## src/rtl/seq_divider_if.sv

```systemverilog
// Handshake and result bundle for the sequential 8-by-4 divider.
`default_nettype none

interface seq_divider_if;
  logic       start_i;
  logic [7:0] dividend_i;
  logic [3:0] divisor_i;
  logic [7:0] quotient_o;
  logic [3:0] remainder_o;
  logic       busy_o;
  logic       done_o;
  logic       div_by_zero_o;

  modport master (
    output start_i, dividend_i, divisor_i,
    input  quotient_o, remainder_o, busy_o, done_o, div_by_zero_o
  );

  modport slave (
    input  start_i, dividend_i, divisor_i,
    output quotient_o, remainder_o, busy_o, done_o, div_by_zero_o
  );
endinterface

`default_nettype wire

```

## src/rtl/seq_divider.sv

```systemverilog
// Restoring 8-bit by 4-bit unsigned divider, one quotient bit per clock.
`default_nettype none

module seq_divider (
  input  wire logic     clk_i,
  input  wire logic     rst_i,
  seq_divider_if.slave  bus
);

  typedef enum logic [1:0] {
    IDLE = 2'd0,
    RUN  = 2'd1,
    DONE = 2'd2
  } state_t;

  state_t     state_q;
  logic [2:0] cnt_q;
  logic [7:0] dvd_q;
  logic [3:0] dvs_q;
  logic [3:0] rem_q;
  logic [7:0] quo_q;
  logic [7:0] quotient_q;
  logic [3:0] remainder_q;
  logic       dbz_q;
  logic       busy_q;
  logic       done_q;

  logic [4:0] partial_d;
  logic       ge_d;
  logic [3:0] rem_d;
  logic [7:0] quo_d;

  // One restoring step: the partial remainder never exceeds 2*divisor-1, so 5 bits suffice.
  always_comb begin
    partial_d = {rem_q, dvd_q[7]};
    ge_d      = (partial_d >= {1'b0, dvs_q});
    rem_d     = ge_d ? 4'(partial_d - {1'b0, dvs_q}) : partial_d[3:0];
    quo_d     = {quo_q[6:0], ge_d};
  end

  always_ff @(posedge clk_i or posedge rst_i) begin
    if (rst_i) begin
      state_q     <= IDLE;
      cnt_q       <= 3'd0;
      dvd_q       <= 8'h00;
      dvs_q       <= 4'h0;
      rem_q       <= 4'h0;
      quo_q       <= 8'h00;
      quotient_q  <= 8'h00;
      remainder_q <= 4'h0;
      dbz_q       <= 1'b0;
      busy_q      <= 1'b0;
      done_q      <= 1'b0;
    end else begin
      // done trails the DONE state by one edge, so it lands with the FSM back in IDLE
      done_q <= (state_q == DONE);
      case (state_q)
        IDLE: begin
          if (bus.start_i) begin
            dvd_q  <= bus.dividend_i;
            dvs_q  <= bus.divisor_i;
            rem_q  <= 4'h0;
            quo_q  <= 8'h00;
            cnt_q  <= 3'd0;
            busy_q <= 1'b1;
            if (bus.divisor_i == 4'h0) begin
              quotient_q  <= 8'hFF;
              remainder_q <= 4'h0;
              dbz_q       <= 1'b1;
              state_q     <= DONE;
            end else begin
              quotient_q  <= 8'h00;
              remainder_q <= 4'h0;
              dbz_q       <= 1'b0;
              state_q     <= RUN;
            end
          end
        end
        RUN: begin
          rem_q <= rem_d;
          quo_q <= quo_d;
          dvd_q <= {dvd_q[6:0], 1'b0};
          cnt_q <= cnt_q + 3'd1;
          if (cnt_q == 3'd7) begin
            quotient_q  <= quo_d;
            remainder_q <= rem_d;
            state_q     <= DONE;
          end
        end
        DONE: begin
          state_q <= IDLE;
          busy_q  <= 1'b0;
        end
        default: begin
          state_q <= IDLE;
          busy_q  <= 1'b0;
        end
      endcase
    end
  end

  assign bus.quotient_o    = quotient_q;
  assign bus.remainder_o   = remainder_q;
  assign bus.div_by_zero_o = dbz_q;
  assign bus.busy_o        = busy_q;
  assign bus.done_o        = done_q;

endmodule

`default_nettype wire

```

## src/flat_wrapper.sv

```systemverilog
// flat-port wrapper written by rule: the top's interface ports become plain ports
module seq_divider_flat 
  (clk_i, rst_i, bus_start_i, bus_dividend_i, bus_divisor_i, bus_quotient_o, bus_remainder_o, bus_busy_o, bus_done_o, bus_div_by_zero_o);
  seq_divider_if bus_i ();
  input  wire logic clk_i;
  input  wire logic rst_i;
  input wire logic [$bits(bus_i.start_i)-1:0] bus_start_i;
  input wire logic [$bits(bus_i.dividend_i)-1:0] bus_dividend_i;
  input wire logic [$bits(bus_i.divisor_i)-1:0] bus_divisor_i;
  output wire logic [$bits(bus_i.quotient_o)-1:0] bus_quotient_o;
  output wire logic [$bits(bus_i.remainder_o)-1:0] bus_remainder_o;
  output wire logic [$bits(bus_i.busy_o)-1:0] bus_busy_o;
  output wire logic [$bits(bus_i.done_o)-1:0] bus_done_o;
  output wire logic [$bits(bus_i.div_by_zero_o)-1:0] bus_div_by_zero_o;
  assign bus_i.start_i = bus_start_i;
  assign bus_i.dividend_i = bus_dividend_i;
  assign bus_i.divisor_i = bus_divisor_i;
  assign bus_quotient_o = bus_i.quotient_o;
  assign bus_remainder_o = bus_i.remainder_o;
  assign bus_busy_o = bus_i.busy_o;
  assign bus_done_o = bus_i.done_o;
  assign bus_div_by_zero_o = bus_i.div_by_zero_o;
  seq_divider u_core (.clk_i(clk_i), .rst_i(rst_i), .bus(bus_i));
endmodule
```

## config.mk

```make
export PLATFORM = sky130hd
export DESIGN_NAME = seq_divider_flat
export DESIGN_NICKNAME = d
export VERILOG_FILES = /design/src/rtl/seq_divider_if.sv /design/src/rtl/seq_divider.sv /design/src/flat_wrapper.sv
export SDC_FILE = /design/constraint.sdc
export NUM_CORES = 1
export LEC_CHECK = 0
export BUFFER_PORTS_ARGS = -buffer_cell sky130_fd_sc_hd__clkbuf_2
export CAP_MARGIN = 15
export CORE_MARGIN = 4
export CORE_UTILIZATION = 30
export DETAILED_ROUTE_END_ITERATION = 8
export GPL_TIMING_DRIVEN = 1
export PLACE_DENSITY = 0.48
export SLEW_MARGIN = 5
export SYNTH_ARGS = -nofsm -noshare
export SYNTH_HDL_FRONTEND = slang
export SYNTH_SLANG_ARGS = --single-unit
export TNS_END_PERCENT = 50
```

## constraint.sdc

```tcl
create_clock -name clk_i -period 4 [get_ports clk_i]
set_input_delay 0.6 -clock clk_i [delete_from_list [all_inputs] [get_ports clk_i]]
set_output_delay 0.6 -clock clk_i [all_outputs]
set_load 0.02 [all_outputs]
```

## After elaboration in Yosys (flattened, before gate mapping)

Cells that the tools add are included.

| storage, ports and cells | value |
|---|---|
| output and inout bits | 15 |
| register bits after elaboration | 43 |
| input bits | 15 |

| cells by class | value |
|---|---|
| reduce and logical (&&, ||, !) cells | 8 |
| equality and inequality tests | 5 |
| mux-type cells | 22 |
| add/subtract/negate cells | 2 |
| bitwise logic cells | 1 |
| $lt $le $gt $ge | 1 |

Operators by type and width:

| cell | number |
|---|---|
| $mux 8 | 4 |
| $pmux 8 s2 | 2 |
| $pmux 4 s2 | 2 |
| $pmux 7 s2 | 1 |
| $mux 4 | 3 |
| $reduce_and 2->1 | 4 |
| $mux 7 | 1 |
| $mux 2 | 3 |
| $pmux 3 s2 | 1 |
| $ge 5x4->1 | 1 |
| $logic_not 4->1 | 1 |
| $pmux 2 s2 | 1 |
| $sub 4x4->4 | 1 |
| $add 3x1->3 const B | 1 |
| $eq 3x3->1 const B | 1 |
| $mux 3 | 1 |
| $reduce_and 3->1 | 1 |
| $eq 2x1->1 const B | 1 |
| $eq 2x2->1 const B | 1 |
| $logic_not 2->1 | 1 |
| $mux 1 | 2 |
| $ne 2x1->1 const B | 1 |
| $ne 2x2->1 const B | 1 |
| $pmux 1 s2 | 1 |
| 2 further kinds | 2 |

## Logic depth before layout (Yosys ltp)

| logic depth | value |
|---|---|
| depth in word-level cells | 4 |
| gate-level depth with buffers | 8 |
| depth with buffers taken out | 8 |

## Least setup slack after synthesis

No wires, ideal clock.

| path | value |
|---|---|
| path type | register to register |
| from | register u_core.dvs_q[0] |
| to | register u_core.remainder_q[0], in the netlist u_core.bus.remainder_o[0] |
| stages on the path, launching flop included | 7 |
| setup slack | 2.143 ns |
| required time | 3.926 ns |
| buffers on the path | 0 |
| arrival time | 1.783 ns |
| cell sequence | dfrtp_1 -> ha_1 -> nand2b_1 -> a2111oi_4 -> a21o_4 -> mux2_4 -> o21ai_2 |

| between the ends | value |
|---|---|
| longest elaborated chain between the ends | 4 |
| elaborated cells on any way between the ends | 5 |

Ends and longest elaborated chain:

| what | RTL line | RTL |
|---|---|---|
| start: declaration | seq_divider.sv:19 | `logic [3:0] dvs_q;` |
| start signal: assignment | seq_divider.sv:61 | `dvs_q <= bus.divisor_i;` |
| $sub 4x4->4 / $ge 5x4->1 (equally long branches) | seq_divider.sv:37, seq_divider.sv:36 |  |
| $mux 4 (*) | seq_divider.sv:37 | `rem_d = ge_d ? 4'(partial_d - {1'b0, dvs_q}) : partial_d[3:0];` |
| $mux 4 (*) | seq_divider.sv:84 | `if (cnt_q == 3'd7) begin` |
| $pmux 4 s2 (*) | seq_divider.sv:57 | `case (state_q)` |
| end signal: assignment | seq_divider.sv:86 | `remainder_q <= rem_d;` |
| end: declaration | seq_divider.sv:23 | `logic [3:0] remainder_q;` |

Mark *: on every way between the ends. The rest lies on a longest branch, timed or not. The select of a mux whose other input is x is not followed.
A chain may end at the register's enable or synchronous reset.

## Worst setup path in the final report

| path | value |
|---|---|
| from | register u_core.dvd_q[7] |
| to | register u_core.remainder_q[0], in the netlist u_core.bus.remainder_o[0] |

| between the ends | value |
|---|---|
| longest elaborated chain between the ends | 4 |
| elaborated cells on any way between the ends | 5 |

Ends and longest elaborated chain:

| what | RTL line | RTL |
|---|---|---|
| start: declaration | seq_divider.sv:18 | `logic [7:0] dvd_q;` |
| start signal: assignment | seq_divider.sv:60 | `dvd_q <= bus.dividend_i;` |
| start signal: assignment | seq_divider.sv:82 | `dvd_q <= {dvd_q[6:0], 1'b0};` |
| $sub 4x4->4 / $ge 5x4->1 (equally long branches) | seq_divider.sv:37, seq_divider.sv:36 |  |
| $mux 4 (*) | seq_divider.sv:37 |  |
| $mux 4 (*) | seq_divider.sv:84 |  |
| $pmux 4 s2 (*) | seq_divider.sv:57 |  |

Marks and branches as above.

==> out/qor.tcl <==
set qor(number_of_instances_in_the_synthesized_netlist) 194
set qor(final_worst_path_period_share_pct) 50.31
set qor(clockBufferDepth) 2
set qor(power.total_uw) 1999
set qor(crit_fanout) 6
set qor(cts.clk_slew.worst_paths_ns) 0.08
set qor(synth_ff_type) {dfrtp_1}
set qor(cts_inserted_buffers) 5
set qor(detail_route.wl_per_cell_um) 13.83
set qor(initial_utilization_pct) 30.92
set qor(final_nets) 248
set qor(highest_clock_rate_mhz) 496.9
set qor(core_region_area_um2) 6350
set qor(synth.largest_area_cell) {dfrtp_1}
set qor(clkLatencyLatePin_ns) 0.29
set qor(setup_buffers_after_cts) 0
set qor(worst-path-stages) 7
set qor(cts_hold_repair.buffers) 0
set qor(synth_top_area_share_pct) 54.81
set qor(drt_pre_antenna_iters) 4
set qor(dr_total_vias) 1438
set qor(avgSynthCellArea_um2) 10.12
set qor(run_status) {complete, no violations}
set qor(synth-edff-count) 0
set qor(fillers) 641
set qor(floorplan.die.width_um) 88.90
set qor(buffer_ports.inserted) 29
set qor(actual_transition_at_the_worst_max_transition_pin_ns) 0.7121
set qor(worst_path_dominant_cell_family) {compound AO/OA/AOI/OAI gates}
set qor(timing_worst_setup_path_type) {reg2reg}
set qor(synth_seq_area_share_pct) 54.81
set qor(grt_use_total_pct) 12.37
set qor(total_leakage_power_uw) 0.001131
set qor(synth.ff_latch_count) 43
set qor(area_delta_synth_final_pct) 16.06
set qor(synth_cell_types) 38
set qor(min-delay-path-class) {in2async}
set qor(drv_cap) 0
set qor(tritoncts) {built}
set qor(post_drt_via_cell_ratio) 4.746
set qor(synthTopCellsByCount) {44 x nand2_1, 43 x dfrtp_1, 16 x o21ai_0}
set qor(numClockSinks) 43
set qor(drt_drc_violations_left) 0
set qor(ctsHtreeMaxLevel) 2
set qor(timing.max_slew.rel_slack_pct) 52.09
set qor(fp-row-count) 29
set qor(num_antenna_cells) 0
set qor(grt_max_degree) 44
set qor(dpl.cell_count) 296
set qor(yosys-top-cells-area) {dfrtp_1 55%, nand2_1 8.4%, o21ai_0 4.1%, ha_1 3.8%, a21oi_1 3.3%}
set qor(grt_pass1_wl_mm) 7.555
set qor(share_of_layout_cells_above_drive_strength_1_pct) 20.80
set qor(hold-worst-slack_ns) 0.4190
set qor(grt_pass1_vias) 1538
set qor(final_period_minus_worst_setup_slack_ns) 2.013
set qor(synth_nets) 216
set qor(cp_cell_sequence) {inv_1 > ha_1 > nand2b_1 > a2111oi_4 > a21o_4 > mux2_4 > o21ai_2}
set qor(design.die.area_um2) 7902
set qor(path_buf_inv) 1
set qor(dpl.hpwl_mm) 2.988
set qor(critPathLaunchType) {register}
set qor(vdd_ir_drop_max_mv) 0.3343
set qor(die_height_um) 88.90
set qor(cp.arrival_ns) 2.24
set qor(report.final.slew_viol_count) 0
set qor(rsz_0062_raised_after_global_routing) {no}
set qor(yosys.cell_count.top_type) {nand2_1}
set qor(ant_nets) 0
set qor(setup_total_negative_slack_ns) 0
set qor(worst-endpoint-required_ns) 4.22
set qor(timing.final.hold_violations) 0
set qor(cts.root.buffer_cell) {clkbuf_8}
set qor(timing.critical_path.slowest_stage_cell) {dfrtp_1}
set qor(instances_no_fill) 303
set qor(detail_route.iter0.violations) 78
set qor(syn-cell-area_um2) 1963
set qor(routability_congestion_estimate) 0.8034
set qor(antenna_found_initial) 0
set qor(yosysWarnings) 0
set qor(grt_overflow) 0
set qor(postCtsResizedCells) 0
set qor(setup-violations-final) 0
set qor(r2r.worst_path.cells) 7
set qor(postSynth.asyncResetShare_pct) 100.0
set qor(boundaryPins) 30
set qor(finClkSkew_ns) 0.008275
set qor(critical_path.endpoint_type) {register}
set qor(power_per_cell_area_nw_per_um2) 877.4
set qor(routed_wl_mm) 4.192
set qor(final_critical_path_setup_slack_ns) 1.987
set qor(delay_of_the_slowest_cell_on_the_worst_path_ns) 0.39
set qor(post-place-ws_ns) 1.990
-- worst min-delay path, delay by kind of cell --
family	cells	cell delay (ns)
buffers and inverters	3	0.57
-- sequential cells by signal (all words and copies together) (netlist names) --
signal                    cells
u_core.bus.busy_o             1
u_core.bus.div_by_zero_o      1
u_core.bus.done_o             1
u_core.bus.quotient_o         8
u_core.bus.remainder_o        4
u_core.cnt_q                  3
u_core.dvd_q                  8
u_core.dvs_q                  4
u_core.quo_q                  7
u_core.rem_q                  4
u_core.state_q                2
-- placed cells by master (no fill, tap or decap), drive strengths merged --
cell	instances
a2111oi	1
a211oi	1
a21o	2
a21oi	13
a221oi	2
a22o	3
a22oi	1
a32oi	1
and2	1
and2b	1
and3	1
and3b	3
buf	2
clkbuf	35
clkinv	1
dfrtp	43
fa	1
ha	6
inv	9
mux2	4
mux2i	4
nand2	44
nand2b	3
nand3	1
nor2	14
nor2b	1
nor4	1
o21a	1
o21ai	21
o21bai	1
o22ai	1
o32ai	1
or2	2
-- report_power, final --
part	internal, uW	total [uW]	switching (uW)	leakage [uW]
registers	621	743	122	0.000546
clock network	136	281	145	0.0000470
logic	407	976	569	0.000538
total	1160	2000	835	0.00113
-- final cells by class --
class	instances	area, um^2	area share, %
inverter	9	33.78	1.483
clock buffer	6	82.58	3.624
sequential	43	1076	47.23
timing repair buffer	31	160.2	7.029
clock inverter	1	5.005	0.2197
tap	77	96.34	4.228
multi-input combinational	136	824.5	36.19
-- per-layer routing --
metal  GRT usage (%)  wire [um]
met5               0          0
met1           16.48       1933
met2           19.91       2079
met4           4.670         57
met3           2.488        122
-- per-stage QoR --
step / area [um^2] / util (%)
2_1_floorplan: 1963 / -
3_3_place_gp: 2191 / 34.50
3_5_place_dp: 2191 / 34.50
4_1_cts: 2278 / 35.88
5_1_grt: 2278 / 35.88
6_report: 2278 / 35.88
-- cells by family (layout without fill, tap and decap cells) --
logic type      after synthesis  count (layout)  share of synthesized area (%)
mux                           8               8                          4.716
fa+ha+maj                     7               7                          4.844
simple gates                 72              72                          16.06
compound gates               49              49                          16.38
flops                        43              43                          54.81
buf+inv                      15              47                          3.187
-- worst paths after layout --
path | startpoint | to | slack [ns]
max in group asynchronous | rst_i | u_core.dvd_q[0] | 3.21
worst max-delay path | u_core.dvd_q[7] | u_core.bus.remainder_o[0] | 1.99
worst max register to register | u_core.dvd_q[7] | u_core.bus.remainder_o[0] | 1.99
worst min-delay path | rst_i | u_core.bus.quotient_o[7] | 0.42
min in group clk_i | u_core.quo_q[4] | u_core.quo_q[4] | 0.48
worst min register to register | u_core.quo_q[4] | u_core.quo_q[4] | 0.48
No activity file was read; power rests on OpenSTA's default activity.
